--- config.mk ---
export PLATFORM = sky130hd
export DESIGN_NAME = bictr_sweep_ctrl
export DESIGN_NICKNAME = d
export VERILOG_FILES = /design/src/rtl/bictr_sweep_ctrl.sv
export SDC_FILE = /design/constraint.sdc
export NUM_CORES = 1
export LEC_CHECK = 0
export CORE_MARGIN = 3
export CORE_UTILIZATION = 25
export DETAILED_ROUTE_END_ITERATION = 10
export SLEW_MARGIN = 10
export SYNTH_ARGS = -nofsm -noshare
export SYNTH_HDL_FRONTEND = slang
export SYNTH_SLANG_ARGS = --single-unit
--- constraint.sdc ---
create_clock -name clk -period 5.61 [get_ports clk]
set_input_delay 0.561 -clock clk [delete_from_list [all_inputs] [get_ports clk]]
set_output_delay 0.561 -clock clk [all_outputs]
set_load 0.05 [all_outputs]
--- src/rtl/bictr_sweep_ctrl.sv ---
// bictr_sweep_ctrl: drives an up/down counter with a dynamic count-to compare so
// that it sweeps lo -> hi -> lo a programmed number of times, then pulses done.
//
// Ports:
//   clk, rst                  rising-edge clock, synchronous active-high reset
//   start                     one-cycle request, honoured only when idle
//   abort                     return to idle on the next edge from any state
//   hold                      pause counting (gates ctr_cen only)
//   lo, hi, cycles            sweep bounds and sweep count, latched on accepted start
//   tercnt                    counter terminal-count flag (count == ctr_count_to)
//   ctr_load (active-low), ctr_cen, ctr_up_dn, ctr_data, ctr_count_to
//                             counter controls, combinational from state/latches/tercnt
//   busy                      high during LOAD/UP/DOWN
//   done                      one-cycle pulse at sweep completion
//   err                       one-cycle pulse after a rejected start
//   cycle_cnt                 completed sweeps in the current run
module bictr_sweep_ctrl #(
    parameter int unsigned width = 4,
    parameter int unsigned cw    = 8
) (
    input  logic             clk,
    input  logic             rst,
    input  logic             start,
    input  logic             abort,
    input  logic             hold,
    input  logic [width-1:0] lo,
    input  logic [width-1:0] hi,
    input  logic [cw-1:0]    cycles,
    input  logic             tercnt,
    output logic             ctr_load,
    output logic             ctr_cen,
    output logic             ctr_up_dn,
    output logic [width-1:0] ctr_data,
    output logic [width-1:0] ctr_count_to,
    output logic             busy,
    output logic             done,
    output logic             err,
    output logic [cw-1:0]    cycle_cnt
);

    typedef enum logic [2:0] {
        S_IDLE = 3'd0,
        S_LOAD = 3'd1,
        S_UP   = 3'd2,
        S_DOWN = 3'd3,
        S_DONE = 3'd4
    } state_t;

    state_t           state, state_nxt;
    logic [width-1:0] lo_q, lo_nxt;
    logic [width-1:0] hi_q, hi_nxt;
    logic [cw-1:0]    cycles_q, cycles_nxt;
    logic [cw-1:0]    cnt_q, cnt_nxt;
    logic [cw-1:0]    cnt_inc;
    logic             err_q, err_nxt;

    // State and latched-parameter registers
    always_ff @(posedge clk) begin
        if (rst) begin
            state    <= S_IDLE;
            lo_q     <= '0;
            hi_q     <= '0;
            cycles_q <= '0;
            cnt_q    <= '0;
            err_q    <= 1'b0;
        end else begin
            state    <= state_nxt;
            lo_q     <= lo_nxt;
            hi_q     <= hi_nxt;
            cycles_q <= cycles_nxt;
            cnt_q    <= cnt_nxt;
            err_q    <= err_nxt;
        end
    end

    // Next-state and counter-control decode
    always_comb begin
        state_nxt    = state;
        lo_nxt       = lo_q;
        hi_nxt       = hi_q;
        cycles_nxt   = cycles_q;
        cnt_nxt      = cnt_q;
        cnt_inc      = cnt_q + cw'(1);
        err_nxt      = 1'b0;
        ctr_load     = 1'b1;
        ctr_cen      = 1'b0;
        ctr_up_dn    = 1'b1;
        ctr_data     = '0;
        ctr_count_to = '0;
        busy         = 1'b0;
        done         = 1'b0;

        case (state)
            S_IDLE: begin
                if (start) begin
                    if ((lo > hi) || (cycles == '0)) begin
                        err_nxt = 1'b1;
                    end else begin
                        lo_nxt     = lo;
                        hi_nxt     = hi;
                        cycles_nxt = cycles;
                        cnt_nxt    = '0;
                        state_nxt  = S_LOAD;
                    end
                end
            end
            S_LOAD: begin
                busy         = 1'b1;
                ctr_load     = 1'b0;
                ctr_data     = lo_q;
                ctr_count_to = hi_q;
                state_nxt    = S_UP;
            end
            S_UP: begin
                // Enable drops in the tercnt cycle so the count never passes hi
                busy         = 1'b1;
                ctr_count_to = hi_q;
                ctr_cen      = ~tercnt & ~hold;
                if (tercnt) begin
                    state_nxt = S_DOWN;
                end
            end
            S_DOWN: begin
                busy         = 1'b1;
                ctr_up_dn    = 1'b0;
                ctr_count_to = lo_q;
                ctr_cen      = ~tercnt & ~hold;
                if (tercnt) begin
                    cnt_nxt   = cnt_inc;
                    state_nxt = (cnt_inc == cycles_q) ? S_DONE : S_UP;
                end
            end
            S_DONE: begin
                done      = 1'b1;
                state_nxt = S_IDLE;
            end
            default: begin
                state_nxt = S_IDLE;
            end
        endcase

        // Abort overrides every transition and leaves latched values untouched
        if (abort) begin
            state_nxt  = S_IDLE;
            lo_nxt     = lo_q;
            hi_nxt     = hi_q;
            cycles_nxt = cycles_q;
            cnt_nxt    = cnt_q;
            err_nxt    = 1'b0;
        end
    end

    assign err       = err_q;
    assign cycle_cnt = cnt_q;

endmodule

==> impl_metrics.json, run 1 <==
{
  "outcome": "finished, final reports clean",
  "power_density_nw_per_um2": 190,
  "critPathLaunchType": "input pin",
  "syn_inst": 190,
  "diodes": 0,
  "crit_arrival_ps": 3280,
  "cts-hold-fix-buffers": 0,
  "die_area_um2": 7490,
  "areaGrowthSynthToFinish_pct": 31.9,
  "path_clk_slew_ps": 100,
  "end_kind": "register",
  "syn_nets": 217,
  "ys_types": 42,
  "min_path_type": "register to register",
  "cts_buffer_depth": 2,
  "layout_commonest_cell": "clkdlybuf4s50_1",
  "antenna_found_initial": 0,
  "fmaxAchievable_mhz": 322,
  "setup_violations": 0,
  "grtUsageTotal": 0.112,
  "avgRoutedWirePerCell_um": 13.6,
  "first_iter_violations": 92,
  "grt_pass1_wl_um": 6810,
  "cts.sinks": 28,
  "avgViaCountPerCell": 4.83,
  "rsz0062_at_grt": "false",
  "grt_max_degree": 21,
  "required_ps": 5780,
  "clock_latency_ps": 270,
  "peakVddDrop_v": 0.0000852,
  "io_pins": 44,
  "post-cts-setup-buffers": 0,
  "final_cell_mix": "clkdlybuf4s50_1, dfxtp_1, nor2_1",
  "cts-root-buf": "clkbuf_8",
  "routabilityCongestion": 0.801,
  "vias": 1453,
  "drive_gt1_frac": 0.0442,
  "syn_area_um2": 1620,
  "port_buffers": 43,
  "wl_um": 4100,
  "initial_utilization": 0.266,
  "grt_pass1_vias": 1380,
  "coreArea_um2": 6100,
  "finalCritPeriodShare": 0.554,
  "die_w_um": 86.6,
  "htree_num_levels": 1,
  "synth_seq_cells": 28,
  "crit_chain": "clkdlybuf4s50_1 > inv_1 > ha_1 > and4b_1 > a211oi_2 > o2111a_1 > nor3_4 > a221o_1",
  "post_cts_resized": 0,
  "worst_pin_slew_ps": 1030,
  "hold_violations": 0,
  "max_stage_delay_ps": 920,
  "p_leak_nw": 0.823,
  "slew_headroom": 0.312,
  "die_y_um": 86.6,
  "drc": 0,
  "rows": 28,
  "worstSetupPathType": "input pin to register",
  "dp_hpwl_um": 3120,
  "cp_max_fo": 17,
  "final.setup.tns_ps": 0,
  "fin_nets": 254,
  "max_cap_viol_count": 0,
  "report.final.slew_viol_count": 0,
  "final_core_utilization": 0.351,
  "ys_seq_area_frac": 0.345,
  "grt.overflow.total": 0,
  "critPathSlowestCell": "o2111a_1",
  "drtPass1Iterations": 4,
  "detail-route-antenna-nets": 0,
  "clock_skew_ps": 1.58,
  "avgSynthCellArea_um2": 8.54,
  "cts_tree": "done",
  "numCtsBuffers": 3,
  "yosysWarnings": 0,
  "fin_crit_ps": 3110
}
report_power, final:
part	internal [W]	total [W]	switching [W]
registers	0.000205	0.000212	0.00000674
clock network	0.0000628	0.000127	0.0000644
logic	0.0000341	0.0000668	0.0000327
path summary, 6_finish.rpt:
check,from,end,slack (ps),cells after the start
max reg2reg,state[0]$_SDFFE_PP0P_,cycle_cnt[2]$_SDFFE_PP0P_,3130,4
min,hi_q[0]$_SDFFE_PP0P_,hi_q[0]$_SDFFE_PP0P_,510,2
max,hi[2],cycle_cnt[2]$_SDFFE_PP0P_,2500,8
min reg2reg,hi_q[0]$_SDFFE_PP0P_,hi_q[0]$_SDFFE_PP0P_,510,2
flip-flops by register name (all words and copies together), names as in the netlist:
name	flops
hi_q	4
cycle_cnt	8
lo_q	4
cycles_q	8
err	1
state	3
critical path: cells and delay by family:
family	cells	cell delay (ps)
buffers and inverters	2	530
AO/OA/AOI/OAI	3	1520
AND/OR/NAND/NOR	2	380
adder cells (fa/ha/maj)	1	290
final cells by class:
| class | count | area [µm²] |
|---|---|---|
| Inverter | 9 | 33.8 |
| Clock buffer | 4 | 55.1 |
| Timing Repair Buffer | 43 | 430 |
| Multi-Input combinational cell | 142 | 967 |
| Sequential cell | 28 | 561 |
| Fill cell | 652 | 3960 |
| Tap cell | 75 | 93.8 |
per-stage QoR:
| stage | hold WS, ps | area (µm²) | setup WS (ps) | instances | power [W] |
|---|---|---|---|---|---|
| floorplan | 460 | 1620 | 3300 | 190 | 0.000257 |
| global placement | 493 | 2090 | 2250 | 297 | 0.000283 |
| detailed placement | 495 | 2090 | 2210 | 297 | 0.000284 |
| CTS | 522 | 2140 | 2510 | 301 | 0.000410 |
| global route | 562 | 2140 | 2380 | 301 | 0.000428 |
| finish | 515 | 2140 | 2500 | 301 | 0.000406 |
logic make-up (layout without fill, tap and decap cells):
| group | count (synthesis) | in the layout | synth area share |
|---|---|---|---|
| mux | 18 | 18 | 0.113 |
| buf+inv | 20 | 56 | 0.0586 |
| xor+xnor | 9 | 9 | 0.0486 |
| simple gates | 78 | 78 | 0.256 |
| flops | 28 | 28 | 0.345 |
| compound gates | 32 | 32 | 0.140 |
| fa+ha+maj | 5 | 5 | 0.0386 |
Yosys cell counts:
cell type | count | share of area
mux2_2 | 2 | 0.014
and4_1 | 3 | 0.016
nand3b_1 | 1 | 0.0046
a221o_1 | 1 | 0.0062
ha_1 | 5 | 0.039
a21oi_1 | 5 | 0.015
a21o_1 | 6 | 0.028
nor2_1 | 24 | 0.056
and3_1 | 3 | 0.012
a22o_1 | 2 | 0.011
a31oi_1 | 2 | 0.0077
nor3b_1 | 2 | 0.0092
and2_1 | 6 | 0.023
a211oi_2 | 1 | 0.0077
and4b_1 | 1 | 0.0062
nor4_1 | 4 | 0.015
dfxtp_1 | 28 | 0.35
nand4_1 | 1 | 0.0039
xor2_1 | 3 | 0.016
a41oi_1 | 1 | 0.0054
buf_6 | 2 | 0.014
a211o_1 | 2 | 0.011
nor3_4 | 1 | 0.010
a31o_2 | 1 | 0.0054
nand2_1 | 10 | 0.023
nand2b_1 | 3 | 0.012
a32oi_1 | 1 | 0.0054
o2111a_1 | 1 | 0.0069
nand4b_1 | 1 | 0.0054
nand3_1 | 9 | 0.028
inv_1 | 9 | 0.021
buf_2 | 4 | 0.012
mux2i_1 | 16 | 0.099
nor2b_1 | 1 | 0.0039
o31ai_1 | 2 | 0.0092
clkbuf_1 | 5 | 0.012
or2_2 | 1 | 0.0039
or3_1 | 2 | 0.0077
nor3_1 | 4 | 0.012
o21ai_0 | 7 | 0.022
or4_1 | 1 | 0.0046
xnor2_1 | 6 | 0.032
routing by layer:
layer | vias up | part of all wire | GRT usage
met5 | - | 0 | 0
met4 | 0 | 0.0076 | 0.0312
met3 | 2 | 0.039 | 0.0181
met2 | 27 | 0.47 | 0.171
met1 | 676 | 0.48 | 0.162
li1 | 748 | - | -
(Power assumes the default switching activity.)
==> run 2, diff against run 1 <==
clock period = 3 ns   (was 5.61 ns; I/O delays follow)
==> run 2 against run 1 <==
Net effect:
- critical path depth is 5 lower
- count of clock-buffer cells in the layout stayed put
- sequential power increased by 87%
- global-route usage down 0.71 points
- flip-flop and latch count stayed put
- combinational power up 93%
- critical endpoint is now ctr_data[3]
==> impl_metrics.json, run 2 (synthesis results as in run 1) <==
{
  "avgRoutedWirePerCell_um": 13.0,
  "slew_headroom": 0.646,
  "finalCritPeriodShare": 0.909,
  "finalPower_w": 0.000767,
  "drive_gt1_frac": 0.0609,
  "intPower_w": 0.000569,
  "power_frac_comb": 0.168,
  "worst_pin_slew_ps": 529,
  "die_w_um": 86.6,
  "end_kind": "primary output",
  "report.final.slew_viol_count": 0,
  "swShare": 0.259,
  "power_density_nw_per_um2": 354,
  "io_pins": 44,
  "use_met2": 0.165,
  "first_iter_violations": 93,
  "grt_util_met3": 0.0162,
  "post-cts-setup-buffers": 0,
  "wl_um": 3960,
  "outcome": "finished, final reports clean",
  "hold_violations": 0,
  "power_frac_seq": 0.517,
  "grt_pass1_wl_um": 6350,
  "avgViaCountPerCell": 4.67,
  "final_cell_mix": "clkdlybuf4s50_1, dfxtp_1, nor2_1",
  "layout_commonest_cell": "clkdlybuf4s50_1",
  "grt_pass1_vias": 1330,
  "required_ps": 2700,
  "diodes": 0,
  "fmaxAchievable_mhz": 367,
  "detail-route-antenna-nets": 0,
  "min_path_type": "register to register",
  "rsz0062_at_grt": "false",
  "critPathLaunch": "state[0]$_SDFFE_PP0P_",
  "p_leak_nw": 0.843,
  "cts_tree": "done",
  "port_buffers": 43,
  "die_y_um": 86.6,
  "post_cts_resized": 0,
  "cts_buffer_depth": 2,
  "cts-root-buf": "clkbuf_8",
  "areaGrowthSynthToFinish_pct": 33.8,
  "die_area_um2": 7490,
  "clock_latency_ps": 270,
  "numCtsBuffers": 3,
  "clock_skew_ps": 4.60,
  "hold_start": "hi_q[2]$_SDFFE_PP0P_",
  "fin_crit_ps": 2730,
  "setup_violations": 0,
  "dp_hpwl_um": 3140,
  "p_sw_w": 0.000199,
  "post-place-ws_ps": 495,
  "fin_nets": 258,
  "grt.overflow.total": 0,
  "drc": 0,
  "routabilityCongestion": 0.799,
  "place_area_um2": 2120,
  "path_clk_slew_ps": 100,
  "worst_slack_ps": 273,
  "crit_arrival_ps": 2430,
  "coreArea_um2": 6100,
  "htree_num_levels": 1,
  "hold_ws_ps": 521,
  "worstSetupPathType": "register to primary output",
  "grt_most_used_layer": "met2",
  "cts.sinks": 28,
  "pwr-share-clk": 0.316,
  "grt_max_degree": 16,
  "cts-hold-fix-buffers": 0,
  "initial_utilization": 0.266,
  "antenna_found_initial": 0,
  "critPathLaunchType": "register",
  "met1_usage": 0.150,
  "grtUsageTotal": 0.105,
  "peakVddDrop_v": 0.000238,
  "r2r_start": "cycle_cnt[0]$_SDFFE_PP0P_",
  "cp_max_fo": 14,
  "vias": 1423,
  "rows": 28,
  "drtPass1Iterations": 6,
  "max_cap_viol_count": 0,
  "final.setup.tns_ps": 0,
  "fin_area_um2": 2170
}
==> run 2: cell count changes in the layout (fill, tap and decap cells not counted) <==
cell / change
buf_4: +4
==> run 2: power by group through the flow <==
stage | clock, W | sequential [W] | combinational, W
after floorplan | 0 | 0.000400 | 0.0000792
after global placement | 0 | 0.000405 | 0.000129
after detailed placement | 0 | 0.000405 | 0.000130
after CTS | 0.000251 | 0.000396 | 0.000130
after global routing | 0.000261 | 0.000399 | 0.000141
final | 0.000242 | 0.000396 | 0.000129
==> run 2: layout make-up <==
| cell class | instances | area, µm² |
|---|---|---|
| Fill cell | 656 | 3930 |
| Multi-Input combinational cell | 142 | 967 |
| Sequential cell | 28 | 561 |
| Timing Repair Buffer | 47 | 460 |
| Tap cell | 75 | 93.8 |
| Clock buffer | 4 | 55.1 |
| Inverter | 9 | 33.8 |
==> run 2: worst paths after layout <==
path | slack [ps] | cells past startpoint | end
max | 270 | 3 | ctr_data[3]
min reg2reg | 520 | 2 | hi_q[2]$_SDFFE_PP0P_
max reg2reg | 1120 | 6 | state[2]$_SDFFE_PP0P_
min | 520 | 2 | hi_q[2]$_SDFFE_PP0P_
==> run 2: per-stage QoR <==
stage | instances | util
floorplan | 190 | -
global placement | 301 | 0.347
detailed placement | 301 | 0.347
CTS | 305 | 0.356
global route | 305 | 0.356
finish | 305 | 0.356
==> run 2: per-layer routing <==
metal	vias up	routed length (µm)
met1	649	1980
met4	0	38
li1	755	-
met3	2	110
met5	-	0
met2	17	1830
==> run 2: critical path, cell delays in order (launching register included) <==
cell	delay, ps
dfxtp_1	630
nor3b_1	500
and2_1	200
clkdlybuf4s50_1	820
==> run 3, diff against run 2 <==
CTS_CLUSTER_SIZE = 8   (was default)
clock period = 2.7 ns   (was 3 ns; I/O delays follow)
==> run 3 against run 2 <==
Net effect:
- first-iteration DRC count increased by 1.1%
- clock skew decreased by 1.3 ps
- via count is 0.56% higher
- sequential share of layout area is essentially flat
- critical path depth up 1
- final cell count is 0.33% lower
- setup slack worse by 110 ps
- design area shrank 0.12%
- highest routed layer unchanged
- count of clock-buffer cells in the layout unchanged
- flip-flop and latch count did not move
==> impl_metrics.json, run 3 (synthesis results as in run 1) <==
{
  "outcome": "finished, final reports clean",
  "cts-root-buf": "clkbuf_8",
  "worst_slack_ps": 158,
  "dp_hpwl_um": 3090,
  "path_depth": 4,
  "peakVddDrop_v": 0.000189,
  "drive_gt1_frac": 0.0611,
  "cts-hold-fix-buffers": 0,
  "antenna_found_initial": 0,
  "fin_nets": 257,
  "clock_skew_ps": 3.26,
  "cp_max_fo": 15,
  "worstSetupPathType": "register to primary output",
  "grtUsageTotal": 0.108,
  "rows": 28,
  "max_stage_delay_ps": 830,
  "critPathSlowestCell": "clkdlybuf4s50_1",
  "die_y_um": 86.6,
  "reg2reg_to": "cycles_q[2]$_SDFFE_PP0P_",
  "cts.sinks": 28,
  "end_kind": "primary output",
  "p_leak_nw": 0.842,
  "critPathBufInv": 1,
  "setup_violations": 0,
  "hold_ws_ps": 528,
  "layout_commonest_cell": "clkdlybuf4s50_1",
  "io_pins": 44,
  "slew_headroom": 0.646,
  "drc": 0,
  "numCtsBuffers": 3,
  "endpoint": "ctr_count_to[2]",
  "max_cap_viol_count": 0,
  "required_ps": 2430,
  "detail-route-antenna-nets": 0,
  "crit_chain": "xor2_1 > nand2_1 > a21oi_1 > clkdlybuf4s50_1",
  "crit_arrival_ps": 2270,
  "post_cts_resized": 0,
  "port_buffers": 43,
  "areaGrowthSynthToFinish_pct": 33.6,
  "path_delay_family": "buffers and inverters",
  "rsz0062_at_grt": "false",
  "avgRoutedWirePerCell_um": 12.9,
  "grt.overflow.total": 0,
  "die_area_um2": 7490,
  "coreArea_um2": 6100,
  "diodes": 0,
  "final.setup.tns_ps": 0,
  "hold_violations": 0,
  "wl_um": 3940,
  "report.final.slew_viol_count": 0,
  "cts_tree": "done",
  "r2r_start": "state[0]$_SDFFE_PP0P_",
  "grt_max_degree": 16,
  "avgViaCountPerCell": 4.71,
  "initial_utilization": 0.266,
  "htree_num_levels": 1,
  "fmaxAchievable_mhz": 393,
  "critPathLaunch": "state[1]$_SDFFE_PP0P_",
  "ff2ff_setup_slack_ps": 790,
  "worst_pin_slew_ps": 529,
  "ff2ff_path_depth": 5,
  "post-place-ws_ps": 144,
  "routabilityCongestion": 0.797,
  "critPathLaunchType": "register",
  "clock_latency_ps": 280,
  "cts_buffer_depth": 2,
  "grt_pass1_vias": 1329,
  "first_iter_violations": 94,
  "vias": 1431,
  "die_w_um": 86.6,
  "drtPass1Iterations": 4,
  "path_clk_slew_ps": 100,
  "power_density_nw_per_um2": 393,
  "min_path_type": "register to register",
  "fin_crit_ps": 2540,
  "final_cell_mix": "clkdlybuf4s50_1, dfxtp_1, nor2_1",
  "post-cts-setup-buffers": 0,
  "finalCritPeriodShare": 0.941,
  "grt_pass1_wl_um": 6490
}
==> run 3: through the flow <==
step	utilization	total power, W	instance area (µm²)	instances
after floorplan	-	0.000533	1620	190
after global placement	0.346	0.000592	2110	300
after detailed placement	0.346	0.000593	2110	300
after CTS	0.355	0.000862	2160	304
after global routing	0.356	0.000889	2170	304
final	0.356	0.000851	2170	304
==> run 3: area by class of cell <==
class,instances,area (µm²)
fillers,648,3930
multi-input cells,142,972
flip-flops and latches,28,561
repair buffers,46,453
well taps,75,93.8
clock buffers,4,55.1
inverters,9,33.8
==> run 3: worst min path at each step <==
stage / from / endpoint / slack, ps / cells after the start
2_1_floorplan: hi[0] / hi_q[0]$_SDFFE_PP0P_ / 420 / 2
3_3_place_gp: hi_q[2]$_SDFFE_PP0P_ / hi_q[2]$_SDFFE_PP0P_ / 500 / 2
3_5_place_dp: hi_q[2]$_SDFFE_PP0P_ / hi_q[2]$_SDFFE_PP0P_ / 500 / 2
4_1_cts: hi_q[2]$_SDFFE_PP0P_ / hi_q[2]$_SDFFE_PP0P_ / 530 / 2
5_1_grt: cycles_q[0]$_SDFFE_PP0P_ / cycles_q[0]$_SDFFE_PP0P_ / 560 / 2
6_report: hi_q[2]$_SDFFE_PP0P_ / hi_q[2]$_SDFFE_PP0P_ / 530 / 2
==> run 3: layer usage <==
layer / up-vias / GRT usage / share of wire
li1: 753 / - / -
met1: 654 / 0.152 / 0.50
met2: 22 / 0.167 / 0.47
met3: 2 / 0.0171 / 0.027
met4: 0 / 0.0382 / 0.0097
met5: - / 0 / 0
==> run 3: worst register-to-register path, delay by kind of cell, from the launching register on <==
family          cells  cell delay, ps
flops               1             450
compound gates      1             420
buf+inv             1             250
mux                 1             210
simple gates        2             480
==> run 3: power breakdown <==
group	switching, W	total, W	leakage, nW	internal, W
registers	0.0000140	0.000440	0.227	0.000426
logic	0.0000688	0.000143	0.587	0.0000739
clock network	0.000138	0.000268	0.0288	0.000131
total	0.000220	0.000851	0.842	0.000631
